--- src/rtl/vec_operand_fetch.sv ---
`timescale 1ns/1ps
// Operand-fetch sequencer: walks vs1/vs2 packet by packet over two register-file
// read ports, absorbs the 1-cycle read latency and queues aligned operand pairs
// in a 2-entry FIFO towards the ALU.
module vec_operand_fetch #(
   parameter int unsigned ADDR_WIDTH = 5,
   parameter int unsigned DATA_WIDTH = 64,
   parameter int unsigned DW_B       = DATA_WIDTH / 8,
   parameter int unsigned OFF_BITS   = 8,
   parameter int unsigned VL_BITS    = 12
) (
   input  logic                  clk,
   input  logic                  rst,
   input  logic                  cmd_valid,
   output logic                  cmd_ready,
   input  logic [ADDR_WIDTH-1:0] cmd_vs1,
   input  logic [ADDR_WIDTH-1:0] cmd_vs2,
   input  logic [VL_BITS-1:0]    cmd_vl,
   output logic [DW_B-1:0]       rd_en_1,
   output logic [ADDR_WIDTH-1:0] rd_addr_1,
   output logic [OFF_BITS-1:0]   rd_off_1,
   output logic [DW_B-1:0]       rd_en_2,
   output logic [ADDR_WIDTH-1:0] rd_addr_2,
   output logic [OFF_BITS-1:0]   rd_off_2,
   input  logic [DATA_WIDTH-1:0] rd_data_in_1,
   input  logic [DATA_WIDTH-1:0] rd_data_in_2,
   output logic                  op_valid,
   input  logic                  op_ready,
   output logic [DATA_WIDTH-1:0] op_a,
   output logic [DATA_WIDTH-1:0] op_b,
   output logic [DW_B-1:0]       op_be,
   output logic                  op_last,
   output logic                  busy
);

   localparam int unsigned TAIL_W = $clog2(DW_B);
   localparam int unsigned NPKT_W = VL_BITS - TAIL_W + 1;

   typedef enum logic [1:0] {IDLE, ISSUE, DRAIN} state_e;

   state_e                  state_q, state_d;
   logic [ADDR_WIDTH-1:0]   vs1_q, vs1_d, vs2_q, vs2_d;
   logic [ADDR_WIDTH-1:0]   addr1_q, addr1_d, addr2_q, addr2_d;
   logic [OFF_BITS-1:0]     off_q, off_d, last_off_q, last_off_d;
   logic [NPKT_W-1:0]       npkt_q, npkt_d;
   logic [TAIL_W-1:0]       tail_q, tail_d;
   logic                    pend_q, pend_d;
   logic [DW_B-1:0]         pend_be_q, pend_be_d;
   logic                    pend_last_q, pend_last_d;

   logic [DATA_WIDTH-1:0]   fa_q [2];
   logic [DATA_WIDTH-1:0]   fb_q [2];
   logic [DW_B-1:0]         fbe_q [2];
   logic [1:0]              flast_q;
   logic                    wr_ptr_q, wr_ptr_d, rd_ptr_q, rd_ptr_d;
   logic [1:0]              cnt_q, cnt_d;

   logic                    push, pop, issue, is_last;
   logic [1:0]              occ;
   logic [DW_B-1:0]         mask;

   // Issue control: occupancy counts the packet still in flight in the file
   assign push    = pend_q;
   assign pop     = op_valid && op_ready;
   assign occ     = cnt_q + {1'b0, pend_q};
   assign is_last = (NPKT_W'(off_q) == (npkt_q - NPKT_W'(1)));
   assign issue   = (state_q == ISSUE) && ((occ < 2'd2) || ((occ == 2'd2) && pop));
   assign mask    = (is_last && (tail_q != '0)) ? ~({DW_B{1'b1}} << tail_q) : {DW_B{1'b1}};

   // Read-port drive: enables only on issue, address/offset hold last issued values
   assign rd_en_1   = issue ? mask : '0;
   assign rd_en_2   = issue ? mask : '0;
   assign rd_addr_1 = issue ? vs1_q : addr1_q;
   assign rd_addr_2 = issue ? vs2_q : addr2_q;
   assign rd_off_1  = issue ? off_q : last_off_q;
   assign rd_off_2  = issue ? off_q : last_off_q;

   // FIFO head presented to the ALU
   assign op_valid  = (cnt_q != 2'd0);
   assign op_a      = op_valid ? fa_q[rd_ptr_q]  : '0;
   assign op_b      = op_valid ? fb_q[rd_ptr_q]  : '0;
   assign op_be     = op_valid ? fbe_q[rd_ptr_q] : '0;
   assign op_last   = op_valid && flast_q[rd_ptr_q];
   assign cmd_ready = (state_q == IDLE);
   assign busy      = (state_q != IDLE);

   // FIFO pointer/count next state
   assign cnt_d    = cnt_q + 2'(push) - 2'(pop);
   assign wr_ptr_d = wr_ptr_q ^ push;
   assign rd_ptr_d = rd_ptr_q ^ pop;

   // Command sequencing next state
   always_comb begin
      state_d     = state_q;
      vs1_d       = vs1_q;
      vs2_d       = vs2_q;
      npkt_d      = npkt_q;
      tail_d      = tail_q;
      off_d       = off_q;
      addr1_d     = addr1_q;
      addr2_d     = addr2_q;
      last_off_d  = last_off_q;
      pend_d      = issue;
      pend_be_d   = pend_be_q;
      pend_last_d = 1'b0;
      case (state_q)
         IDLE: begin
            if (cmd_valid) begin
               vs1_d  = cmd_vs1;
               vs2_d  = cmd_vs2;
               tail_d = cmd_vl[TAIL_W-1:0];
               npkt_d = NPKT_W'(cmd_vl >> TAIL_W) + NPKT_W'(cmd_vl[TAIL_W-1:0] != '0);
               off_d  = '0;
               if (cmd_vl != '0) state_d = ISSUE;
            end
         end
         ISSUE: begin
            if (issue) begin
               addr1_d     = vs1_q;
               addr2_d     = vs2_q;
               last_off_d  = off_q;
               pend_be_d   = mask;
               pend_last_d = is_last;
               if (is_last) state_d = DRAIN;
               else         off_d   = off_q + OFF_BITS'(1);
            end
         end
         DRAIN: begin
            if ((cnt_q == 2'd0) && !pend_q) state_d = IDLE;
         end
         default: state_d = IDLE;
      endcase
   end

   // State, command and FIFO registers
   always_ff @(posedge clk or posedge rst) begin
      if (rst) begin
         state_q     <= IDLE;
         vs1_q       <= '0;
         vs2_q       <= '0;
         npkt_q      <= '0;
         tail_q      <= '0;
         off_q       <= '0;
         addr1_q     <= '0;
         addr2_q     <= '0;
         last_off_q  <= '0;
         pend_q      <= 1'b0;
         pend_be_q   <= '0;
         pend_last_q <= 1'b0;
         wr_ptr_q    <= 1'b0;
         rd_ptr_q    <= 1'b0;
         cnt_q       <= 2'd0;
         flast_q     <= 2'b00;
         for (int i = 0; i < 2; i++) begin
            fa_q[i]  <= '0;
            fb_q[i]  <= '0;
            fbe_q[i] <= '0;
         end
      end else begin
         state_q     <= state_d;
         vs1_q       <= vs1_d;
         vs2_q       <= vs2_d;
         npkt_q      <= npkt_d;
         tail_q      <= tail_d;
         off_q       <= off_d;
         addr1_q     <= addr1_d;
         addr2_q     <= addr2_d;
         last_off_q  <= last_off_d;
         pend_q      <= pend_d;
         pend_be_q   <= pend_be_d;
         pend_last_q <= pend_last_d;
         wr_ptr_q    <= wr_ptr_d;
         rd_ptr_q    <= rd_ptr_d;
         cnt_q       <= cnt_d;
         if (push) begin
            fa_q[wr_ptr_q]    <= rd_data_in_1;
            fb_q[wr_ptr_q]    <= rd_data_in_2;
            fbe_q[wr_ptr_q]   <= pend_be_q;
            flast_q[wr_ptr_q] <= pend_last_q;
         end
      end
   end

endmodule

--- config.mk ---
export PLATFORM = sky130hd
export DESIGN_NAME = vec_operand_fetch
export DESIGN_NICKNAME = d
export VERILOG_FILES = /design/src/rtl/vec_operand_fetch.sv
export SDC_FILE = /design/constraint.sdc
export NUM_CORES = 1
export LEC_CHECK = 0
export ABC_AREA = 1
export ABC_CLOCK_PERIOD_IN_PS = 23400
export BUFFER_PORTS_ARGS = -buffer_cell sky130_fd_sc_hd__buf_2
export CORE_MARGIN = 2
export CORE_UTILIZATION = 35
export CTS_CLUSTER_DIAMETER = 200
export CTS_CLUSTER_SIZE = 14
export DETAILED_ROUTE_END_ITERATION = 16
export MAX_ROUTING_LAYER = met4
export PLACE_DENSITY_LB_ADDON = 0.2
export SLEW_MARGIN = 20
export SYNTH_ARGS = -nofsm -noshare
export SYNTH_HDL_FRONTEND = slang
export SYNTH_SLANG_ARGS = --single-unit
--- constraint.sdc ---
create_clock -name clk -period 23.4 [get_ports clk]
set_input_delay 2.34 -clock clk [delete_from_list [all_inputs] [get_ports clk]]
set_output_delay 2.34 -clock clk [all_outputs]
set_load 0.05 [all_outputs]
=== After elaboration in Yosys (flattened, before gate mapping) ===
Cells that the tools add are included.

* Add/subtract/negate cells: 5
* Magnitude comparators: 7
* Equality and inequality tests: 10
* Shifts and indexed selects: 1
* Mux-type cells: 41
* Bitwise logic cells: 5
* Reductions and logical operators: 22

{| class="wikitable"
|+ Operators by type and width
! kind !! number
|-
| 2-to-1 mux 64 bit || 9
|-
| bitwise mux 128 bit || 2
|-
| 2-to-1 mux 8 bit || 11
|-
| demux 64 bit (select 1 bit) || 1
|-
| bitwise mux 16 bit || 1
|-
| one-hot mux 8 bit (2 select lines) || 1
|-
| nonzero test 12 bit || 1
|-
| adder 9 x 1 -> 10 bit || 1
|-
| equality test 8 x 10 -> 1 bit || 1
|-
| 2-to-1 mux 2 bit || 5
|-
| 2-to-1 mux 5 bit || 2
|-
| inequality test 2 bit (second input constant) || 5
|-
| subtractor 10 x 1 -> 10 bit (second input constant) || 1
|-
| adder 8 x 1 -> 8 bit (second input constant) || 1
|-
| demux 8 bit (select 1 bit) || 1
|-
| logical AND 1 bit || 8
|-
| NOT 8 bit || 1
|-
| left shift 8 x 3 -> 8 bit (first input constant) || 1
|-
| one-hot mux 2 bit (3 select lines) || 1
|-
| nonzero test 2 bit || 3
|-
| nonzero test 3 bit || 2
|-
| 2-to-1 mux 1 bit || 5
|-
| AND reduction 5 bit || 1
|-
| equality test 2 bit (second input constant) || 2
|-
| other kinds (18) || 24
|}

* Bits in registers: 339
* Input bits: 154
* Output and inout bits: 182

=== Logic depth before layout (Yosys ltp) ===
* Depth after elaboration: 7
* Depth in mapped cells: 14
* Gate-level depth less buffers: 14

=== Worst setup path before layout ===
Ideal clock, no wire load.

* Path type: input to output
* Start point: in op_ready
* End point: out rd_off_2[6]
* Arrival: 4497 ps
* Required time: 21060 ps
* Slack: 16563 ps
* Stages: 7
* Buffers on the path: 3
* Cell sequence: nand2_1 o21ai_1 nand2_1 buf_4 buf_2 o21ai_0 buf_4

* Cells in the longest elaborated chain, start to end: 5

{| class="wikitable"
|+ Ends and longest elaborated chain
! element !! line !! text
|-
| from (decl) || 28 || <nowiki>input logic op_ready,</nowiki>
|-
| logical AND 1 bit || 64 || <nowiki>assign pop = op_valid && op_ready;</nowiki>
|-
| logical AND 1 bit || 67 || <nowiki>assign issue = (state_q == ISSUE) && ((occ < 2'd2) || ((occ == 2'd2) && pop));</nowiki>
|-
| logical OR 1 bit || 67 ||
|-
| logical AND 1 bit || 67 ||
|-
| 2-to-1 mux 8 bit || - ||
|-
| to (decl) || 24 || <nowiki>output logic [OFF_BITS-1:0] rd_off_2,</nowiki>
|}

No other way between the ends.

=== Final worst setup path ===
* Start point: in op_ready
* End point: out rd_en_1[6]

* Cells in the longest elaborated chain, start to end: 5

{| class="wikitable"
|+ Ends and longest elaborated chain
! element !! line !! text
|-
| logical AND 1 bit || 64 ||
|-
| logical AND 1 bit || 67 ||
|-
| logical OR 1 bit || 67 ||
|-
| logical AND 1 bit || 67 ||
|-
| 2-to-1 mux 8 bit || 71 || <nowiki>assign rd_en_1 = issue ? mask : '0;</nowiki>
|-
| to (decl) || 19 || <nowiki>output logic [DW_B-1:0] rd_en_1,</nowiki>
|}

No other way between the ends.

==> run_summary.xml <==
<?xml version="1.0" encoding="UTF-8"?>
<metrics>
  <group name="status">
    <metric name="status" unit="">complete, no violations</metric>
  </group>
  <group name="synth">
    <metric name="synthesis.area_per_instance" unit="um^2">9.34</metric>
    <metric name="synthMuxAreaShare" unit="%">9.96</metric>
    <metric name="synth-compound-area-share" unit="%">14.6</metric>
    <metric name="ffs_latches_synth" unit="">339</metric>
    <metric name="yosysWarnings" unit="">0</metric>
    <metric name="yosys.area_share.adder" unit="%">0.651</metric>
    <metric name="yosys.area_share.simple" unit="%">10.7</metric>
    <metric name="async_reset_ff_share" unit="%">100</metric>
    <metric name="ys_dominant_reg_cell" unit="">dfrtp_1</metric>
    <metric name="synth.most_common_cell" unit="">dfrtp_1</metric>
    <metric name="synth_top_family_by_area" unit="">compound AO/OA/AOI/OAI gates</metric>
    <metric name="seq_area_frac_synth" unit="%">55.2</metric>
    <metric name="synthesis.area" unit="mm^2">0.0154</metric>
    <metric name="synth_top_cell_area_share" unit="%">55.2</metric>
    <metric name="synth_edf_count" unit="">0</metric>
    <metric name="number_of_standard_cells_after_synthesis" unit="">1646</metric>
    <metric name="top_cells_by_instance_count_after_synthesis" unit="">dfrtp_1, nand2_1, o21ai_0, inv_1, a21oi_1</metric>
    <metric name="net_count_synth" unit="">1808</metric>
    <metric name="synth.lib_cells_used.distinct" unit="">32</metric>
    <metric name="synth_largest_area_cell" unit="">dfrtp_1</metric>
    <metric name="area_share_of_xor_xnor_cells_in_the_synthesized_design" unit="%">0.968</metric>
    <metric name="yosys-top-cells-area" unit="">dfrtp_1, mux2_2, o21ai_0</metric>
  </group>
  <group name="timing">
    <metric name="rsz0062_at_grt" unit="">false</metric>
    <metric name="tmin_final" unit="ps">6590</metric>
    <metric name="report.final.setup_viol" unit="">0</metric>
    <metric name="worst_case_headroom_to_the_max_slew_limit" unit="%">31.2</metric>
    <metric name="timing_worst_slew_pin_value" unit="ps">1030</metric>
    <metric name="setup-tns-final" unit="ps">0</metric>
    <metric name="fmax" unit="MHz">152</metric>
    <metric name="fin_skew" unit="ps">15.7</metric>
    <metric name="drv_slew" unit="">0</metric>
    <metric name="layout_worst_path_cycle_share" unit="%">28.1</metric>
    <metric name="hold_violations" unit="">0</metric>
  </group>
  <group name="worst_setup_path">
    <metric name="worst-path-max-fanout" unit="">38</metric>
    <metric name="reg2reg_setup_slack" unit="ps">20300</metric>
    <metric name="critPathMaxStageDelay" unit="ps">370</metric>
    <metric name="cp-endpoint" unit="">rd_en_1[6]</metric>
    <metric name="worstSetupPathType" unit="">in -&gt; out</metric>
    <metric name="reg2regPathDepth" unit="">9</metric>
    <metric name="critical_path_cell_count" unit="">9</metric>
    <metric name="crit_slowest_cell" unit="">inv_2</metric>
    <metric name="critPathArrivalTime" unit="ps">4250</metric>
    <metric name="crit_path_end_kind" unit="">primary output</metric>
    <metric name="timing.critical_path.cells" unit="">buf_2 -&gt; nand2_1 -&gt; o21ai_1 -&gt; nand2_1 -&gt; buf_4 -&gt; inv_2 -&gt; nand2_1 -&gt; nand2_1 -&gt; buf_2</metric>
    <metric name="worst_path_required" unit="ps">21060</metric>
    <metric name="reg2reg_to" unit="">pend_be_q[7]$_DFFE_PP0P_</metric>
    <metric name="cp_num_buf_inv" unit="">4</metric>
    <metric name="largest_delay_share_family_worst_path" unit="">buffers and inverters</metric>
    <metric name="critical_path.startpoint_type" unit="">input port</metric>
    <metric name="worst_path_most_repeated_cell" unit="">nand2_1</metric>
    <metric name="worst_r2r_startpoint" unit="">cnt_q[1]$_DFF_PP0_</metric>
    <metric name="crit_path_from" unit="">op_ready</metric>
  </group>
  <group name="clock_tree">
    <metric name="cts_tree" unit="">yes</metric>
    <metric name="cts.clk_slew.worst_paths" unit="ps">60</metric>
    <metric name="cts_root_buffer" unit="">clkbuf_16</metric>
    <metric name="worstSkewPairLatency" unit="ps">560</metric>
    <metric name="ctsResizeCount" unit="">0</metric>
    <metric name="ctsHoldBuffers" unit="">0</metric>
    <metric name="clock_path_buffers" unit="">3</metric>
    <metric name="cts_made_buffers" unit="">28</metric>
    <metric name="cts_sinks" unit="">339</metric>
    <metric name="number_of_levels_the_h_tree_was_split_into" unit="">1</metric>
    <metric name="cts_post_setup_buffers_inserted" unit="">0</metric>
  </group>
  <group name="place">
    <metric name="dp_hpwl" unit="um">25900</metric>
    <metric name="count_of_port_buffers_added_during_placement" unit="">335</metric>
    <metric name="gpl.final_weighted_congestion" unit="">0.797</metric>
  </group>
  <group name="drt">
    <metric name="vias_per_cell" unit="">4.81</metric>
    <metric name="drt_wl_total" unit="um">39600</metric>
    <metric name="detail-route-antenna-nets" unit="">0</metric>
    <metric name="drt_first_iter_violations" unit="">835</metric>
    <metric name="drt_drc_violations_left" unit="">0</metric>
    <metric name="wl_per_cell" unit="um">15.8</metric>
    <metric name="vias" unit="">12000</metric>
    <metric name="drt_first_pass_iters" unit="">6</metric>
  </group>
  <group name="floorplanning">
    <metric name="die_h" unit="um">214</metric>
    <metric name="dieArea" unit="mm^2">0.0456</metric>
    <metric name="start_util" unit="%">35.5</metric>
    <metric name="placementRows" unit="">76</metric>
    <metric name="core_area" unit="mm^2">0.0433</metric>
    <metric name="die_outline_width" unit="um">214</metric>
    <metric name="boundaryPins" unit="">336</metric>
  </group>
  <group name="run">
    <metric name="max_cap_viol_count" unit="">0</metric>
  </group>
  <group name="global_route">
    <metric name="grt_overflow_total" unit="">0</metric>
    <metric name="number_of_global_route_vias_before_repair" unit="">11200</metric>
    <metric name="busiest_layer" unit="">met2</metric>
    <metric name="grt_antenna_before_repair" unit="">7</metric>
    <metric name="grtUsageMet1" unit="%">23.1</metric>
    <metric name="grt_pass1_wl" unit="um">61800</metric>
    <metric name="globalRouteMet2Util" unit="%">27.3</metric>
    <metric name="grt_start_max_net_pins" unit="">152</metric>
    <metric name="gr-usage-met3" unit="%">3.31</metric>
    <metric name="grt_use_total" unit="%">17.4</metric>
  </group>
  <group name="min_path">
    <metric name="hp-class" unit="">reg -&gt; reg</metric>
    <metric name="hp-start" unit="">addr1_q[1]$_DFFE_PP0P_</metric>
  </group>
  <group name="final_layout">
    <metric name="area.growth.synth_to_final" unit="%">18.0</metric>
    <metric name="post_route_cells_drive_above_1_share" unit="%">28.4</metric>
    <metric name="final_nets" unit="">2067</metric>
  </group>
</metrics>
## state kept, by name, indices dropped and copies added, names as in the netlist
name         count
wr_ptr_q         1
npkt_q          10
state_q          2
pend_q           1
vs1_q            5
addr2_q          5
pend_last_q      1
rd_ptr_q         1
fa_q           128
off_q            8
addr1_q          5
tail_q           3
flast_q          2
vs2_q            5
last_off_q       8
fbe_q           16
fb_q           128
cnt_q            2
pend_be_q        8
## logic make-up after synthesis
logic type / Yosys count
buffers and inverters: 300
adder cells (fa/ha/maj): 8
AO/OA/AOI/OAI: 446
XOR/XNOR: 17
AND/OR/NAND/NOR: 400
flip-flops: 339
multiplexers: 136
## metrics by stage
stage | cells | setup WS [ps] | hold WS [ps] | cell area [um^2] | utilization [%]
after global routing | 2498 | 16630 | 505 | 18100 | 41.9
after CTS | 2491 | 16810 | 479 | 18100 | 41.9
after floorplan | 1646 | 11670 | 443 | 15400 | -
after global placement | 2460 | 16910 | 461 | 17400 | 40.2
final | 2499 | 16810 | 476 | 18100 | 41.9
after detailed placement | 2460 | 16820 | 460 | 17400 | 40.2
## tightest hold or removal path: stages (launching register included)
cell and delay (ps):
dfrtp_1 320, nand2_1 60, nand2_1 60
## area by class of cell
type	count	area, um^2
clock buffers	30	729
multi-input cells	1007	5700
inverters	183	696
repair buffers	346	1770
fillers	4312	25100
diodes	8	20.0
flip-flops and latches	339	8490
clock inverters	1	16.3
well taps	585	732
## layer usage
layer  share of wire (%)  up-vias  routed length, um
li1                    -     5879                  -
met1                  45     5792              17900
met2                  46      285              18300
met3                 6.3       52               2510
met4                 2.2        0                871
met5                   0        -                  0
## how the worst min path moves through the flow
stage                                 to  slack, ps  depth (start not counted)
2_1_floorplan  last_off_q[2]$_DFFE_PP0P_        440                          2
3_3_place_gp      addr1_q[1]$_DFFE_PP0P_        460                          2
3_5_place_dp      addr1_q[3]$_DFFE_PP0P_        460                          2
4_1_cts           addr1_q[3]$_DFFE_PP0P_        480                          2
5_1_grt           addr1_q[4]$_DFFE_PP0P_        500                          2
6_report          addr1_q[1]$_DFFE_PP0P_        480                          2
## cell usage in the layout (no fill, tap or decap), types with 5 or more instances in the layout
cell type and instances:
ha_1 6, dfrtp_1 338, inv_2 7, buf_4 10
nand4_1 8, nand3_1 26, nor2_1 27, xor2_1 13
nand2_2 5, o21ai_0 296, nand2_1 318, inv_1 173
clkbuf_16 29, buf_2 335, a21oi_1 140, nor2_2 5
mux2_2 136, diode_2 8, nor4_1 5
Power is left out: the tool's default activity adds up to more than one toggle a clock period on the data nets, which glitch-free logic cannot reach.
